===== src/rtl/knn_pkg.sv =====
// knn_pkg: shared defaults, class-count helper and FSM state encoding for the
// k-nearest-neighbour vote block.
package knn_pkg;

  localparam int unsigned LDefault     = 4;   // log2 of vector length
  localparam int unsigned WDefault     = 16;  // distance width
  localparam int unsigned TypeWDefault = 3;   // class-label width

  typedef enum logic [1:0] {
    StIdle,
    StCount,
    StArgmax,
    StDone
  } knn_state_e;

  function automatic int unsigned num_classes(input int unsigned type_w);
    return 32'd1 << type_w;
  endfunction

endpackage


===== src/rtl/knn_vote_argmax.sv =====
// knn_vote_argmax: sequential argmax over per-class vote counters, one class per
// cycle, with ties broken towards the class whose first member has the lower rank.
//
// Ports:
//   clk_i, rst_i      clock, asynchronous active-high reset
//   start_i           one-cycle pulse; class 0 is evaluated in the same cycle
//   votes_i           vote count per class (held stable during the pass)
//   first_rank_i      rank of the first member of each class (N when absent)
//   best_class_o      running winner including the class evaluated this cycle
//   best_votes_o      vote count of best_class_o
//   done_o            high in the cycle the last class is evaluated; best_* are final
module knn_vote_argmax import knn_pkg::*; #(
  parameter int unsigned TYPE_W = TypeWDefault,
  parameter int unsigned K_W    = LDefault + 1,
  parameter int unsigned N      = 1 << LDefault
) (
  input  logic              clk_i,
  input  logic              rst_i,
  input  logic              start_i,
  input  logic [K_W-1:0]    votes_i      [num_classes(TYPE_W)],
  input  logic [K_W-1:0]    first_rank_i [num_classes(TYPE_W)],
  output logic [TYPE_W-1:0] best_class_o,
  output logic [K_W-1:0]    best_votes_o,
  output logic              done_o
);

  localparam int unsigned NumClasses = num_classes(TYPE_W);

  logic              busy_q;
  logic [TYPE_W-1:0] idx_q;
  logic [TYPE_W-1:0] best_class_q;
  logic [K_W-1:0]    best_votes_q;
  logic [K_W-1:0]    best_rank_q;

  logic              active;
  logic              take;
  logic [TYPE_W-1:0] cur;
  logic [TYPE_W-1:0] base_class;
  logic [K_W-1:0]    base_votes;
  logic [K_W-1:0]    base_rank;
  logic [K_W-1:0]    cand_votes;
  logic [K_W-1:0]    cand_rank;
  logic [TYPE_W-1:0] next_class;
  logic [K_W-1:0]    next_votes;
  logic [K_W-1:0]    next_rank;

  always_comb begin
    active = start_i | busy_q;
    // On start the running best is replaced by an empty candidate so class 0
    // competes against "no votes, rank N".
    cur        = start_i ? '0 : idx_q;
    base_class = start_i ? '0 : best_class_q;
    base_votes = start_i ? '0 : best_votes_q;
    base_rank  = start_i ? K_W'(N) : best_rank_q;
    cand_votes = votes_i[cur];
    cand_rank  = first_rank_i[cur];
    // Zero-vote classes never win, even against an empty running best.
    take = (cand_votes != '0) &&
           ((cand_votes > base_votes) ||
            ((cand_votes == base_votes) && (cand_rank < base_rank)));
    next_class = take ? cur        : base_class;
    next_votes = take ? cand_votes : base_votes;
    next_rank  = take ? cand_rank  : base_rank;
    done_o       = active && (cur == TYPE_W'(NumClasses - 1));
    best_class_o = next_class;
    best_votes_o = next_votes;
  end

  always_ff @(posedge clk_i or posedge rst_i) begin
    if (rst_i) begin
      busy_q       <= 1'b0;
      idx_q        <= '0;
      best_class_q <= '0;
      best_votes_q <= '0;
      best_rank_q  <= '0;
    end else if (active) begin
      busy_q       <= !done_o;
      idx_q        <= cur + TYPE_W'(1);
      best_class_q <= next_class;
      best_votes_q <= next_votes;
      best_rank_q  <= next_rank;
    end
  end

endmodule


===== src/rtl/knn_vote.sv =====
// knn_vote: k-nearest-neighbour majority vote over an ascending-sorted
// distance/label vector. Counts the first k_eff labels (one per cycle), then runs
// an argmax over all classes and reports the winner for one cycle.
//
// Ports:
//   clk_i, rst_i     clock, asynchronous active-high reset
//   in_valid_i       sorted vector present (no back-pressure upstream)
//   in_i             sorted distances, entry i at [W*i +: W]
//   in_type_i        class labels, entry i at [TYPE_W*i +: TYPE_W]
//   k_i              neighbour count, sampled on accept (0 -> 1, >N -> N)
//   in_ready_o       high only while idle
//   out_valid_o      one-cycle result pulse
//   out_class_o      winning class (held until the next result)
//   out_votes_o      votes of the winning class
//   out_min_dist_o   distance of the nearest entry
//   drop_err_o       one-cycle pulse the cycle after a vector arrives while busy
module knn_vote import knn_pkg::*; #(
  parameter int unsigned L      = LDefault,
  parameter int unsigned W      = WDefault,
  parameter int unsigned TYPE_W = TypeWDefault,
  parameter int unsigned K_W    = L + 1
) (
  input  logic                     clk_i,
  input  logic                     rst_i,
  input  logic                     in_valid_i,
  input  logic [W*(1<<L)-1:0]      in_i,
  input  logic [TYPE_W*(1<<L)-1:0] in_type_i,
  input  logic [K_W-1:0]           k_i,
  output logic                     in_ready_o,
  output logic                     out_valid_o,
  output logic [TYPE_W-1:0]        out_class_o,
  output logic [K_W-1:0]           out_votes_o,
  output logic [W-1:0]             out_min_dist_o,
  output logic                     drop_err_o
);

  localparam int unsigned N          = 1 << L;
  localparam int unsigned NumClasses = num_classes(TYPE_W);

  knn_state_e              state_q;
  logic [TYPE_W*N-1:0]     type_q;
  logic [W-1:0]            dist0_q;
  logic [K_W-1:0]          k_eff_q;
  logic [L-1:0]            rank_q;
  logic [K_W-1:0]          votes_q      [NumClasses];
  logic [K_W-1:0]          first_rank_q [NumClasses];
  logic                    argmax_start_q;

  logic                    in_ready_q;
  logic                    out_valid_q;
  logic [TYPE_W-1:0]       out_class_q;
  logic [K_W-1:0]          out_votes_q;
  logic [W-1:0]            out_min_dist_q;
  logic                    drop_err_q;

  logic [K_W-1:0]          k_eff_d;
  logic [TYPE_W-1:0]       cur_type;
  logic                    last_rank;
  logic [TYPE_W-1:0]       am_class;
  logic [K_W-1:0]          am_votes;
  logic                    am_done;

  // Only the nearest distance is reported; the rest of the vector is not needed.
  logic unused_dist;
  assign unused_dist = ^in_i[W*N-1:W];

  always_comb begin
    if (k_i == '0) begin
      k_eff_d = K_W'(1);
    end else if (k_i > K_W'(N)) begin
      k_eff_d = K_W'(N);
    end else begin
      k_eff_d = k_i;
    end
    cur_type  = type_q[int'(rank_q)*TYPE_W +: TYPE_W];
    last_rank = (K_W'(rank_q) + K_W'(1)) == k_eff_q;
  end

  knn_vote_argmax #(
    .TYPE_W (TYPE_W),
    .K_W    (K_W),
    .N      (N)
  ) u_argmax (
    .clk_i        (clk_i),
    .rst_i        (rst_i),
    .start_i      (argmax_start_q),
    .votes_i      (votes_q),
    .first_rank_i (first_rank_q),
    .best_class_o (am_class),
    .best_votes_o (am_votes),
    .done_o       (am_done)
  );

  always_ff @(posedge clk_i or posedge rst_i) begin
    if (rst_i) begin
      state_q        <= StIdle;
      type_q         <= '0;
      dist0_q        <= '0;
      k_eff_q        <= '0;
      rank_q         <= '0;
      argmax_start_q <= 1'b0;
      in_ready_q     <= 1'b1;
      out_valid_q    <= 1'b0;
      out_class_q    <= '0;
      out_votes_q    <= '0;
      out_min_dist_q <= '0;
      drop_err_q     <= 1'b0;
      for (int c = 0; c < int'(NumClasses); c++) begin
        votes_q[c]      <= '0;
        first_rank_q[c] <= '0;
      end
    end else begin
      out_valid_q    <= 1'b0;
      argmax_start_q <= 1'b0;
      drop_err_q     <= in_valid_i && !in_ready_q;
      unique case (state_q)
        StIdle: begin
          if (in_valid_i && in_ready_q) begin
            type_q     <= in_type_i;
            dist0_q    <= in_i[W-1:0];
            k_eff_q    <= k_eff_d;
            rank_q     <= '0;
            in_ready_q <= 1'b0;
            state_q    <= StCount;
            for (int c = 0; c < int'(NumClasses); c++) begin
              votes_q[c]      <= '0;
              first_rank_q[c] <= K_W'(N);
            end
          end
        end
        StCount: begin
          votes_q[cur_type] <= votes_q[cur_type] + K_W'(1);
          if (votes_q[cur_type] == '0) begin
            first_rank_q[cur_type] <= K_W'(rank_q);
          end
          rank_q <= rank_q + L'(1);
          if (last_rank) begin
            argmax_start_q <= 1'b1;
            state_q        <= StArgmax;
          end
        end
        StArgmax: begin
          // The argmax output is final in the cycle it evaluates the last class.
          if (am_done) begin
            out_class_q    <= am_class;
            out_votes_q    <= am_votes;
            out_min_dist_q <= dist0_q;
            out_valid_q    <= 1'b1;
            state_q        <= StDone;
          end
        end
        StDone: begin
          in_ready_q <= 1'b1;
          state_q    <= StIdle;
        end
        default: begin
          in_ready_q <= 1'b1;
          state_q    <= StIdle;
        end
      endcase
    end
  end

  assign in_ready_o     = in_ready_q;
  assign out_valid_o    = out_valid_q;
  assign out_class_o    = out_class_q;
  assign out_votes_o    = out_votes_q;
  assign out_min_dist_o = out_min_dist_q;
  assign drop_err_o     = drop_err_q;

endmodule


===== config.mk =====
export PLATFORM = sky130hd
export DESIGN_NAME = knn_vote
export DESIGN_NICKNAME = d
export VERILOG_FILES = /design/src/rtl/knn_pkg.sv /design/src/rtl/knn_vote_argmax.sv /design/src/rtl/knn_vote.sv
export SDC_FILE = /design/constraint.sdc
export NUM_CORES = 1
export LEC_CHECK = 0
export ABC_CLOCK_PERIOD_IN_PS = 17950
export BUFFER_PORTS_ARGS = -buffer_cell sky130_fd_sc_hd__buf_2
export CORE_ASPECT_RATIO = 0.6
export CORE_MARGIN = 4
export CORE_UTILIZATION = 55
export DETAILED_ROUTE_END_ITERATION = 6
export HOLD_SLACK_MARGIN = 0.06
export PLACE_DENSITY = 0.84
export SLEW_MARGIN = 25
export SYNTH_ARGS = -nofsm -noshare
export SYNTH_HDL_FRONTEND = slang
export SYNTH_HIERARCHICAL = 1
export SYNTH_SLANG_ARGS = --single-unit

===== constraint.sdc =====
create_clock -name clk_i -period 17.95 [get_ports clk_i]
set_input_delay 3.59 -clock clk_i [delete_from_list [all_inputs] [get_ports clk_i]]
set_output_delay 3.59 -clock clk_i [all_outputs]
set_load 0.005 [all_outputs]

## After elaboration in Yosys (flattened, before gate mapping)

Cells that the tools add are included.

| operators by class | value |
|---|---|
| multiply operators | 1 |
| $lt $le $gt $ge | 6 |
| equality and inequality tests | 10 |
| shift-type cells | 1 |
| bitwise operators | 3 |
| add/sub/neg operators | 4 |
| multiplexer cells | 39 |
| reduce and logical (&&, ||, !) cells | 21 |

Operators with widths:

| operator | count |
|---|---|
| $pmux 40 s2 | 2 |
| $mux 40 | 3 |
| $bwmux 40 | 2 |
| $mux 5 | 13 |
| $shiftx 48x7->3 | 1 |
| $bmux 5 s3 | 3 |
| $demux 5 s3 | 1 |
| $eq 5x5->1 | 2 |
| $logic_not 5->1 | 2 |
| $mux 3 | 3 |
| $ge 4x4->1 const B | 2 |
| $not 3->4 | 2 |
| $pmux 2 s4 | 1 |
| $pmux 4 s2 | 1 |
| $reduce_and 2->1 | 4 |
| $logic_and 1x1->1 | 6 |
| $mul 4x2->6 const B | 1 |
| $mux 2 | 3 |
| $ne 2x2->1 const B | 3 |
| $reduce_and 3->1 | 2 |
| $add 4x1->5 const B | 1 |
| $add 5x1->5 const B | 1 |
| $gt 5x5->1 | 1 |
| $gt 5x5->1 const B | 1 |
| other kinds (17) | 24 |

| word-level totals | value |
|---|---|
| flip-flop bits (word level) | 200 |
| input bits | 312 |
| word-level logic and storage cells | 118 |
| output and inout port bits | 27 |

## Depth between registers and ports, before layout

| depth | value |
|---|---|
| depth in word-level cells | 10 |
| depth in mapped cells | 17 |
| mapped depth without buffers | 15 |

## Modules after synthesis

The synthesis kept the hierarchy.

Modules (own cells, without submodules):

| module | cells an instance | times used | area an instance (um^2) | sequential area each (um^2) |
|---|---|---|---|---|
| knn_vote | 619 | 1 | 7932.6 | 4580.6 |
| knn_vote_argmax | 236 | 1 | 1893.1 | 425.4 |

## Worst setup path after synthesis

OpenSTA, ideal clock, no wires.

| path | value |
|---|---|
| kind | input-to-reg |
| start | in in_valid_i |
| end | reg dist0_q[0] |
| stages | 4 |
| data arrival time | 4.698 ns |
| buffers on the path | 2 |
| setup slack | 13.127 ns |
| setup time | 0.125 ns |
| cells stage by stage | nand3_1 -> clkbuf_1 -> clkbuf_1 -> mux2_2 |

| between the ends | value |
|---|---|
| cells in the longest elaborated chain, start to end | 2 |

RTL lines:

| element | RTL line | text |
|---|---|---|
| start: declaration | knn_vote.sv:25 | `input logic in_valid_i,` |
| $logic_and 1x1->1 | knn_vote.sv:118 | `if (in_valid_i && in_ready_q) begin` |
| $reduce_and 2->1 (no line) | n/a |  |
| end signal: assignment | knn_vote.sv:120 | `dist0_q <= in_i[W-1:0];` |
| end: declaration | knn_vote.sv:42 | `logic [W-1:0] dist0_q;` |

No other way between the ends.
A chain may end at the register's enable or synchronous reset.

## Worst setup path after layout

| path | value |
|---|---|
| start | in in_valid_i |
| end | reg first_rank_q[25] in the netlist's numbering |

| between the ends | value |
|---|---|
| cells in the longest elaborated chain, start to end | 3 |

RTL lines:

| element | RTL line | text |
|---|---|---|
| $logic_and 1x1->1 | knn_vote.sv:118 |  |
| $ne 2x2->1 (no line) | n/a |  |
| $reduce_and 3->1 (no line) | n/a |  |
| end signal: indexed assignment | knn_vote.sv:127 | `first_rank_q[c] <= K_W'(N);` |
| end signal: indexed assignment | knn_vote.sv:134 | `first_rank_q[cur_type] <= K_W'(rank_q);` |
| end: declaration | knn_vote.sv:46 | `logic [K_W-1:0] first_rank_q [NumClasses];` |

No other way between the ends.

==> run metrics <==
P&R area growth vs syn=12.0%; Post-synth EDFFs=0; Iteration-0 DRC Markers=917; top-count cell post-synth=dfrtp_1; fmax=172 MHz; asr flop ratio synth=100%; Commonest cells post-synth=199 x dfrtp_1, 99 x mux2_2, 83 x nand2_1; clock tree from TritonCTS=built; largest fanout on the critical path=75; vias in the first global route=7,360; via count=7,510; DP HPWL=18,600 um; clock skew=11.8 ps; Root Buffer=clkbuf_16; Int Pwr=643 uW; Avg Inst Size Synth=11.5 um^2; Setup-failing EPs final=0; actual slew at the worst max-slew pin=1080 ps; Worst setup SP type=primary input; Hold WS=492 ps; fin. max-slew vios=0; outcome=completed; clk buf depth=2; register area=0.00501 mm^2; Clock Sinks=200; post-cts gate resize count=0; top cell type's share of synthesized area=50.7%; Flop pwr share=53.0%; Setup Crit Path Kind=in2reg; Clk pwr share=44.9%; Switch Pwr=207 uW; die area=0.0201 mm^2; MaxCap Viol Count=0; Starting Density=56.7%; final setup TNS=0 ps; post-synth cell types=68; synth warn=6; nets@finish=1,256; sequential fraction of the synthesis area=50.9%; count of input and output buffers=98; multi-input logic area=0.00451 mm^2; routed wire length=26,500 um; DRT Pass-1 Iters=6; ANT nets after route=0; Comb pwr share=2.1%; Clock Latency Late Sink=440 ps; power per cell area=77.2 mW/mm^2; CP arrival=6130 ps; antenna violations before repair=7; final hold vios=0; Peak VDD IR=0.0577 mV; Yosys top cell by area=dfrtp_1; Slew HR=26.8%; GR Util All Layers=26.4%; grt total ovfl=0; synthesized area=0.00983 mm^2; Die X=181 um; R2R setup slack=12,790 ps; synthesized flop and latch total=200; Min-Delay Path Class=reg2reg; Area contributors post-synth=dfrtp_1 51%, mux2_2 11%, a22o_1 4.5%, mux4_2 3.7%, nand2_1 3.2%; sw frac=24.3%; Leakage=0.00548 uW; fraction of layout instances using a drive strength above 1=28.2%; critical path capture point type=register; core area=0.0173 mm^2; cts bufs inserted=17; WP data required=18,270 ps; crit path time final=5810 ps; num ports=339; Via-to-Cell Ratio=6.39; post-CTS setup buffers=0; Hold Buf Count CTS=0; pin count of the biggest net entering global routing=101; Clk pin slew, worst setup/hold paths=80 ps; Top FF cell, synth=dfrtp_1; RSZ-0062 raised after global routing=false; first-pass GRT wire length=41,800 um; FP Rows=37; post-synth net total=1,185; DR WL/cell=22.6 um; Filler cells=1,330; Die Ht=112 um; fin crit share=32.4%; Synth Instances=855; CTS H-tree lvls=4; drt drc=0; gpl congestion=0.955
[final timing paths]
path | startpoint | to | cells past startpoint
worst max register to register | u_argmax/idx_q[2]$_DFFE_PP0P_ | u_argmax/best_votes_q[4]$_DFFE_PP0P_ | 13
worst min register to register | first_rank_q[29]$_DFFE_PP0P_ | first_rank_q[29]$_DFFE_PP0P_ | 1
max in group asynchronous | rst_i | type_q[24]$_DFFE_PP0P_ | 3
worst max-delay path | in_valid_i | first_rank_q[25]$_DFFE_PP0P_ | 5
min in group asynchronous | rst_i | u_argmax/best_rank_q[0]$_DFFE_PP0P_ | 2
worst min-delay path | first_rank_q[29]$_DFFE_PP0P_ | first_rank_q[29]$_DFFE_PP0P_ | 1
[kinds of logic (layout without fill, tap and decap cells)]
group | after synthesis | in the layout | share of synthesized area [%]
AOI/OAI and AO/OA | 199 | 199 | 14.4
xor gates and xnor gates | 8 | 8 | 0.713
adders and majority gates | 18 | 18 | 2.29
buffers and inverters | 71 | 155 | 3.34
DFF | 200 | 200 | 50.9
muxes | 143 | 143 | 17.9
other | 0 | 2 | 0
and+or+nand+nor | 216 | 216 | 10.4
[placed cells by master (no fill, tap or decap), types with 3 or more instances in the layout]
| master | instances |
|---|---|
| dfrtp_1 | 199 |
| mux2_2 | 99 |
| buf_2 | 98 |
| nand2_1 | 82 |
| o21ai_0 | 54 |
| a22o_1 | 50 |
| nor2_1 | 41 |
| mux2i_1 | 26 |
| nand3_1 | 25 |
| nand2b_1 | 22 |
| inv_1 | 18 |
| ha_1 | 18 |
| a21oi_1 | 17 |
| clkbuf_16 | 17 |
| mux4_2 | 16 |
| a21o_1 | 14 |
| o21ai_1 | 10 |
| nor3_1 | 9 |
| o22ai_1 | 8 |
| and2_1 | 6 |
| a31oi_1 | 6 |
| and3_1 | 5 |
| nand4_1 | 5 |
| inv_8 | 5 |
| a32o_1 | 5 |
| nor2b_1 | 4 |
| a22oi_1 | 4 |
| xor2_1 | 4 |
| xnor2_1 | 4 |
| nand3b_1 | 3 |
| clkinv_4 | 3 |
| clkinv_8 | 3 |
| buf_4 | 3 |
[routing by layer]
metal / GRT usage [%] / share of wire (%) / vias up
li1: - / - / 3273
met1: 38.4 / 44 / 3752
met2: 36.3 / 41 / 421
met3: 12.0 / 13 / 54
met4: 5.99 / 1.6 / 10
met5: 0 / 0.28 / -
[registers in the layout, indices dropped and copies added, names as in the netlist, 3 cells and up]
signal                 flops
dist0_q                   16
u_argmax/best_class_q      3
k_eff_q                    5
out_class_o                3
votes_q                   40
type_q                    48
u_argmax/best_rank_q       5
out_votes_o                5
rank_q                     4
u_argmax/idx_q             3
out_min_dist_o            16
u_argmax/best_votes_q      5
first_rank_q              40
[stage by stage]
step / util (%) / total power [uW] / instance area (um^2) / std cells / setup WS, ps
floorplan: - / 466 / 9830 / 855 / 9390
global placement: 60.1 / 477 / 10400 / 1141 / 11380
detailed placement: 60.1 / 478 / 10400 / 1141 / 11740
CTS: 63.5 / 851 / 11000 / 1173 / 12200
global route: 63.6 / 877 / 11000 / 1175 / 12040
finish: 63.6 / 849 / 11000 / 1175 / 12140
[area by class of cell]
cell class                 instances  share of cell area [%]
sequential                       200                    45.5
multi-input combinational        584                    41.0
timing repair buffer             102                    4.76
clock buffer                      18                    3.90
tap                              234                    2.66
clock inverter                    14                    1.39
inverter                          21                   0.762
antenna                            2                  0.0455
[power by group through the flow]
stage / combinational, uW / sequential [uW] / clock (uW)
floorplan: 7.21 / 459 / 0
global placement: 17.9 / 459 / 0
detailed placement: 18.6 / 459 / 0
CTS: 18.7 / 450 / 382
global route: 21.0 / 450 / 406
finish: 18.2 / 450 / 381
[worst max-delay path: stages]
cell and delay [ps]:
buf_2 130, nand3_4 750, nor2_2 980, nor2_1 340, a22o_1 330
No activity file was read; power rests on OpenSTA's default activity.
